<file path="src/rtl/beat_pkg.sv">
// beat_pkg: shared types and constants for the beat controller.
//   beat_state_t - controller FSM states (IDLE, ARMED, HOLDOFF)
//   THRESH_MAX   - highest detector threshold code
//   FFT_INDEX_W  - width of the FFT bin index
//   adapt_code() - one adaptation step of the threshold code
package beat_pkg;

    typedef enum logic [1:0] {
        IDLE    = 2'd0,
        ARMED   = 2'd1,
        HOLDOFF = 2'd2
    } beat_state_t;

    localparam logic [3:0] THRESH_MAX  = 4'd15;
    localparam int         FFT_INDEX_W = 7;

    // Too many beats -> stricter code, too few -> more sensitive code.
    // Saturates at 0 and THRESH_MAX; never wraps.
    function automatic logic [3:0] adapt_code(
        input logic [3:0] code,
        input logic [7:0] count,
        input logic [7:0] rate_min,
        input logic [7:0] rate_max
    );
        if (count > rate_max && code < THRESH_MAX) begin
            return code + 4'd1;
        end else if (count < rate_min && code != 4'd0) begin
            return code - 4'd1;
        end
        return code;
    endfunction

endpackage

</file>
<file path="src/rtl/frame_tick_gen.sv">
// frame_tick_gen: FFT frame-end detection and adaptation-window counter.
//   clk_100mhz, rst  - clock, synchronous active-high reset
//   valid_in         - FFT output beat valid
//   fft_index        - FFT bin index accompanying valid_in
//   run              - window counter advances only while high; clears when low
//   frame_end        - combinational: this cycle carries the last bin of a frame
//   frame_strobe     - registered frame_end (one cycle after the last bin)
//   window_wrap      - combinational: this frame end closes the current window
module frame_tick_gen
    import beat_pkg::*;
#(
    parameter logic [FFT_INDEX_W-1:0] LAST_INDEX    = 7'd127,
    parameter int                     WINDOW_FRAMES = 64
) (
    input  logic                   clk_100mhz,
    input  logic                   rst,
    input  logic                   valid_in,
    input  logic [FFT_INDEX_W-1:0] fft_index,
    input  logic                   run,
    output logic                   frame_end,
    output logic                   frame_strobe,
    output logic                   window_wrap
);

    localparam int               WIN_W    = (WINDOW_FRAMES > 1) ? $clog2(WINDOW_FRAMES) : 1;
    localparam logic [WIN_W-1:0] WIN_LAST = WIN_W'(WINDOW_FRAMES - 1);

    logic [WIN_W-1:0] win_cnt;

    assign frame_end   = valid_in && (fft_index == LAST_INDEX);
    assign window_wrap = run && frame_end && (win_cnt == WIN_LAST);

    // NOTE: state is updated with non-blocking assignments so every register
    // samples the pre-edge values, independent of statement order.
    always_ff @(posedge clk_100mhz) begin
        if (rst) begin
            frame_strobe <= 1'b0;
            win_cnt      <= '0;
        end else begin
            frame_strobe <= frame_end;
            if (!run) begin
                win_cnt <= '0;
            end else if (frame_end) begin
                win_cnt <= window_wrap ? '0 : win_cnt + 1'b1;
            end
        end
    end

endmodule

</file>
<file path="src/rtl/beat_ctrl.sv">
// beat_ctrl: beat hold-off FSM and closed-loop threshold adaptation.
//   clk_100mhz, rst  - clock, synchronous active-high reset
//   enable           - run control; low parks the controller in IDLE
//   valid_in         - FFT output beat valid
//   fft_index        - FFT bin index accompanying valid_in
//   beat_flag_in     - raw beat flag from the detector
//   manual_mode      - 1: beat_threshold follows manual_thresh
//   manual_thresh    - user threshold code
//   beat_threshold   - code driven to the detector (higher = stricter)
//   beat_out         - one-cycle accepted-beat pulse
//   frame_strobe     - one-cycle pulse per completed frame
//   holdoff_active   - high while in HOLDOFF
//   beat_rate        - accepted-beat count of the last completed window
module beat_ctrl
    import beat_pkg::*;
#(
    parameter logic [FFT_INDEX_W-1:0] LAST_INDEX     = 7'd127,
    parameter int                     WINDOW_FRAMES  = 64,
    parameter int                     HOLDOFF_FRAMES = 8,
    parameter int                     RATE_MIN       = 2,
    parameter int                     RATE_MAX       = 8,
    parameter logic [3:0]             INIT_THRESH    = 4'd4
) (
    input  logic                   clk_100mhz,
    input  logic                   rst,
    input  logic                   enable,
    input  logic                   valid_in,
    input  logic [FFT_INDEX_W-1:0] fft_index,
    input  logic                   beat_flag_in,
    input  logic                   manual_mode,
    input  logic [3:0]             manual_thresh,
    output logic [3:0]             beat_threshold,
    output logic                   beat_out,
    output logic                   frame_strobe,
    output logic                   holdoff_active,
    output logic [7:0]             beat_rate
);

    localparam int              HO_W       = $clog2(HOLDOFF_FRAMES + 1);
    localparam logic [HO_W-1:0] HO_LOAD    = HO_W'(HOLDOFF_FRAMES);
    localparam logic [7:0]      RATE_MIN_C = 8'(RATE_MIN);
    localparam logic [7:0]      RATE_MAX_C = 8'(RATE_MAX);

    beat_state_t     state;
    logic [HO_W-1:0] holdoff_cnt;
    logic [7:0]      beat_cnt;
    logic [7:0]      beat_cnt_next;
    logic            accept;
    logic            run;
    logic            frame_end;
    logic            window_wrap;

    // Counters only advance while enabled and out of IDLE.
    assign run = enable && (state != IDLE);

    frame_tick_gen #(
        .LAST_INDEX    (LAST_INDEX),
        .WINDOW_FRAMES (WINDOW_FRAMES)
    ) u_frame_tick_gen (
        .clk_100mhz   (clk_100mhz),
        .rst          (rst),
        .valid_in     (valid_in),
        .fft_index    (fft_index),
        .run          (run),
        .frame_end    (frame_end),
        .frame_strobe (frame_strobe),
        .window_wrap  (window_wrap)
    );

    // beat_cnt_next includes a beat accepted this cycle so a wrap in the same
    // cycle reports and adapts on it.
    always_comb begin
        // NOTE: every signal gets a default first so no path can infer a latch.
        accept        = 1'b0;
        beat_cnt_next = beat_cnt;
        if (run && state == ARMED && beat_flag_in) begin
            accept = 1'b1;
        end
        if (accept && beat_cnt != 8'hFF) begin
            beat_cnt_next = beat_cnt + 8'd1;
        end
    end

    always_ff @(posedge clk_100mhz) begin
        if (rst) begin
            state          <= IDLE;
            holdoff_cnt    <= '0;
            beat_cnt       <= '0;
            beat_out       <= 1'b0;
            holdoff_active <= 1'b0;
            beat_rate      <= '0;
            beat_threshold <= INIT_THRESH;
        end else begin
            beat_out <= accept;

            if (manual_mode) begin
                beat_threshold <= manual_thresh;
            end else if (window_wrap) begin
                beat_threshold <= adapt_code(beat_threshold, beat_cnt_next,
                                             RATE_MIN_C, RATE_MAX_C);
            end

            if (window_wrap) begin
                beat_rate <= beat_cnt_next;
            end

            if (!run || window_wrap) begin
                beat_cnt <= '0;
            end else begin
                beat_cnt <= beat_cnt_next;
            end

            if (!enable) begin
                state          <= IDLE;
                holdoff_cnt    <= '0;
                holdoff_active <= 1'b0;
            end else begin
                case (state)
                    IDLE: begin
                        state          <= ARMED;
                        holdoff_cnt    <= '0;
                        holdoff_active <= 1'b0;
                    end
                    ARMED: begin
                        // A coincident frame end is not a decrement: the
                        // count is loaded fresh here.
                        if (beat_flag_in) begin
                            state          <= HOLDOFF;
                            holdoff_cnt    <= HO_LOAD;
                            holdoff_active <= 1'b1;
                        end
                    end
                    HOLDOFF: begin
                        // Release happens on the frame end that finds the
                        // count already at zero, so the hold-off spans
                        // HOLDOFF_FRAMES+1 frame ends.
                        if (frame_end) begin
                            if (holdoff_cnt == '0) begin
                                state          <= ARMED;
                                holdoff_active <= 1'b0;
                            end else begin
                                holdoff_cnt <= holdoff_cnt - 1'b1;
                            end
                        end
                    end
                    default: begin
                        state          <= IDLE;
                        holdoff_active <= 1'b0;
                    end
                endcase
            end
        end
    end

endmodule

</file>
<file path="config.mk">
export PLATFORM = sky130hd
export DESIGN_NAME = beat_ctrl
export DESIGN_NICKNAME = d
export VERILOG_FILES = /design/src/rtl/beat_pkg.sv /design/src/rtl/frame_tick_gen.sv /design/src/rtl/beat_ctrl.sv
export SDC_FILE = /design/constraint.sdc
export NUM_CORES = 1
export LEC_CHECK = 0
export CORE_ASPECT_RATIO = 0.9
export CORE_MARGIN = 1.5
export CORE_UTILIZATION = 35
export DETAILED_ROUTE_END_ITERATION = 12
export MAX_ROUTING_LAYER = met4
export PLACE_DENSITY = 0.67
export SYNTH_ARGS = -nofsm -noshare
export SYNTH_HDL_FRONTEND = slang
export SYNTH_HIERARCHICAL = 1
export SYNTH_SLANG_ARGS = --single-unit
</file>
<file path="constraint.sdc">
create_clock -name clk_100mhz -period 3.4 [get_ports clk_100mhz]
set_input_delay 0.85 -clock clk_100mhz [delete_from_list [all_inputs] [get_ports clk_100mhz]]
set_output_delay 0.85 -clock clk_100mhz [all_outputs]
set_load 0.03 [all_outputs]
</file>
==> run metrics, run 1 <==
status=finished, final reports clean; reg2reg start=state[1]; Layout area overhead=32.6%; DP Wirelength=just over 3 mm; core area=between 5000 and 6000 um^2; total number of vias=~1,800; leakage=0.959 nW; Post-Synthesis Cells=224; CTS Buf Count=5; Crit Path Class=input pin to flop; pin count of the biggest net entering global routing=20; Synth area leaders=dfxtp_1 37%, nor2_1 7.2%, ha_1 7.2%, mux2i_1 6.3%, a21oi_1 3.7%; Seq/Total Area, Yosys=0.365; Max-Cap Viols=0; Final setup viols=0; WHS=491 ps; worst reg2reg endpoint=beat_threshold[3]; syn avg cell area=about 8.6 um^2; Hold EP=u_frame_tick_gen/win_cnt[5]; Synthesized Nets=253; YS warnings=6; DRT antenna net count=0; std cell rows=25; CTS HTree Levels=2; Final Hold Fails=0; power per cell area=roughly 320 nW/um^2; final std cell area, no fill=2540 um^2; layout cells sized above 1=0.155; DRC violations left=0; die height=73.3 um; gpl congestion=0.894; DR WL/cell=12.4 um; antenna violations before repair=0; CP max FO=5; CP required=~3600 ps; Post-synth top flop=dfxtp_1; reg2reg path depth=13; worst relative slew slack=0.705; Mapped Area=1920 um^2; R2R Setup Slk=between 150 and 200 ps; Root Buffer=clkbuf_8; clk sinks=35; hold path startpoint=u_frame_tick_gen/win_cnt[5]; complex-gate fraction of the synthesized area=0.151; Total Power=approximately 0.00082 W; Clock Skews=roughly 8.7 ps; first-pass GRT wire length=approximately 7.7 mm; Synth Area in XOR/XNOR=0.0228; Synth Area in Adders=0.0821; Synth Register Bits=35; Skew-Pair Late Insertion Delay=around 300 ps; Critical Path Source=beat_flag_in; Routed WL=between 4 and 5 mm; mux contribution to synthesized area=0.0743; vias in the first global route=1,766; EDFF count, synth=0; initial drt markers=110; Synth cell types=43; # port buffers=31; list of most frequent post-synthesis cells=37 x nor2_1, 35 x dfxtp_1, 15 x nand2_1; Critical Path AT=3520 ps; maximum vdd drop=between 0.00015 and 0.0002 V; most numerous cell in the Yosys netlist=nor2_1; ratio of final minimum period to clock period=0.971; Hold Path Depth=2; post-layout min period=~3300 ps; main combinational cell family by area after synthesis=simple AND/OR/NAND/NOR gates; global route total overflow=0; DP Area=about 2400 um^2; Total Routing Usage GR=0.171; Starting Density=0.365; Chip Width=between 80 and 90 um; ys async rst share=0; Worst Tran Pin Value=roughly 430 ps; vias per cell=5.11; Yosys top cell area share=0.365; fin util=0.484; Synth Area in Simple Gates=0.268; crit path launch type=input pin; Clock transition at path regs=about 80 ps; Die Area=slightly below 6000 um^2; Slew Viols, Final=0; Diodes inserted=0; clock buffer depth=2; Critical Path End Type=flop; Max Freq=303 MHz; Pre-antenna DRT Iters=4; fin nets=a little over 300; cell taking the most area after synthesis=dfxtp_1; TritonCTS clock tree=done; Ports=32; worst hold-check path type=flop to flop
[layer usage]
metal | track usage | up-vias | routed length (um)
met2 | 0.279 | 26 | 2090
met3 | 0.0534 | 7 | 141
li1 | - | 909 | -
met4 | 0.0536 | 0 | 59
met1 | 0.202 | 821 | 2000
met5 | - | - | 0
[state kept, by name (all words and copies together) (netlist names), 2 cells and up]
| register | flops |
|---|---|
| beat_cnt | 8 |
| holdoff_cnt | 4 |
| state | 2 |
| u_frame_tick_gen/win_cnt | 6 |
| beat_rate | 8 |
| beat_threshold | 4 |
[logic make-up (layout without fill, tap and decap cells)]
| kind of cell | Yosys count | in the layout |
|---|---|---|
| compound gates | 43 | 43 |
| xor+xnor | 5 | 5 |
| fa+ha+maj | 12 | 12 |
| buf+inv | 17 | 71 |
| flops | 35 | 35 |
| mux | 14 | 14 |
| simple gates | 98 | 98 |
[how the worst max path moves through the flow]
| stage | cells after the start | to | slack [ps] |
|---|---|---|---|
| finish | 12 | beat_threshold[3] | 100 |
| global route | 12 | beat_threshold[3] | -70 |
| CTS | 13 | beat_threshold[3] | 100 |
| detailed placement | 12 | beat_threshold[3] | -490 |
| global placement | 12 | beat_threshold[3] | -440 |
| floorplan | 11 | beat_threshold[3] | 20 |
[what timing repair did]
action / CTS / global route
gates resized for setup: 2 / 6
hold buffers: 0 / 0
endpoints found under the setup margin: 1 / 1
pin swaps: 1 / 0
setup buffers: 0 / 1
endpoints found under the hold margin: 0 / 0
[layout make-up]
type / instances / area, um^2
Multi-Input combinational cell: 172 / 1160
Inverter: 10 / 37.5
Clock buffer: 6 / 72.6
Sequential cell: 35 / 702
Fill cell: 540 / 2710
Tap cell: 67 / 83.8
Clock inverter: 2 / 12.5
Timing Repair Buffer: 53 / 474
[placed cells by master (no fill, tap or decap), types with 6 or more instances in the layout]
master            n
buf_4            22
nand2_1          15
nand4_1           6
clkdlybuf4s50_1  29
nand3_1           8
a21oi_1          14
nor2_1           37
mux2i_1          12
ha_1              9
o21ai_0           6
nor3_1            8
inv_1            10
dfxtp_1          34
[worst max-delay path, stage by stage]
cell and delay [ps]:
dlygate4sd2_1 280, nand4b_4 160, or4_4 500, o21ai_2 150
nand4_1 160, o21ai_2 190, ha_1 250, a21o_1 180
a21oi_1 160, xor2_1 90, or3_1 320, a311oi_2 220
[metrics by stage]
step | worst slack (ps) | instances | TNS (ps)
global route | -70.8 | 345 | -70.8
finish | 97.0 | 345 | 0
detailed placement | -488 | 336 | -770
CTS | 97.1 | 344 | 0
floorplan | 23.6 | 224 | 0
global placement | -444 | 336 | -612
[where the power goes]
| group | internal (W) | leakage, nW | switching (W) |
|---|---|---|---|
| logic | 0.0000479 | 0.634 | 0.0000456 |
| clock network | 0.000143 | 0.0412 | 0.000163 |
| registers | 0.000415 | 0.283 | 0.00000729 |
| total | 0.000606 | 0.959 | 0.000216 |
Note: power is estimated with default switching activity, not from simulation.
==> run 2: changes to the inputs <==
Settings changed: CTS_CLUSTER_DIAMETER set to 40, GPL_TIMING_DRIVEN set to 1.
==> results of run 2 <==
No change in the layout: final DEF, timing and power equal those of run 1.
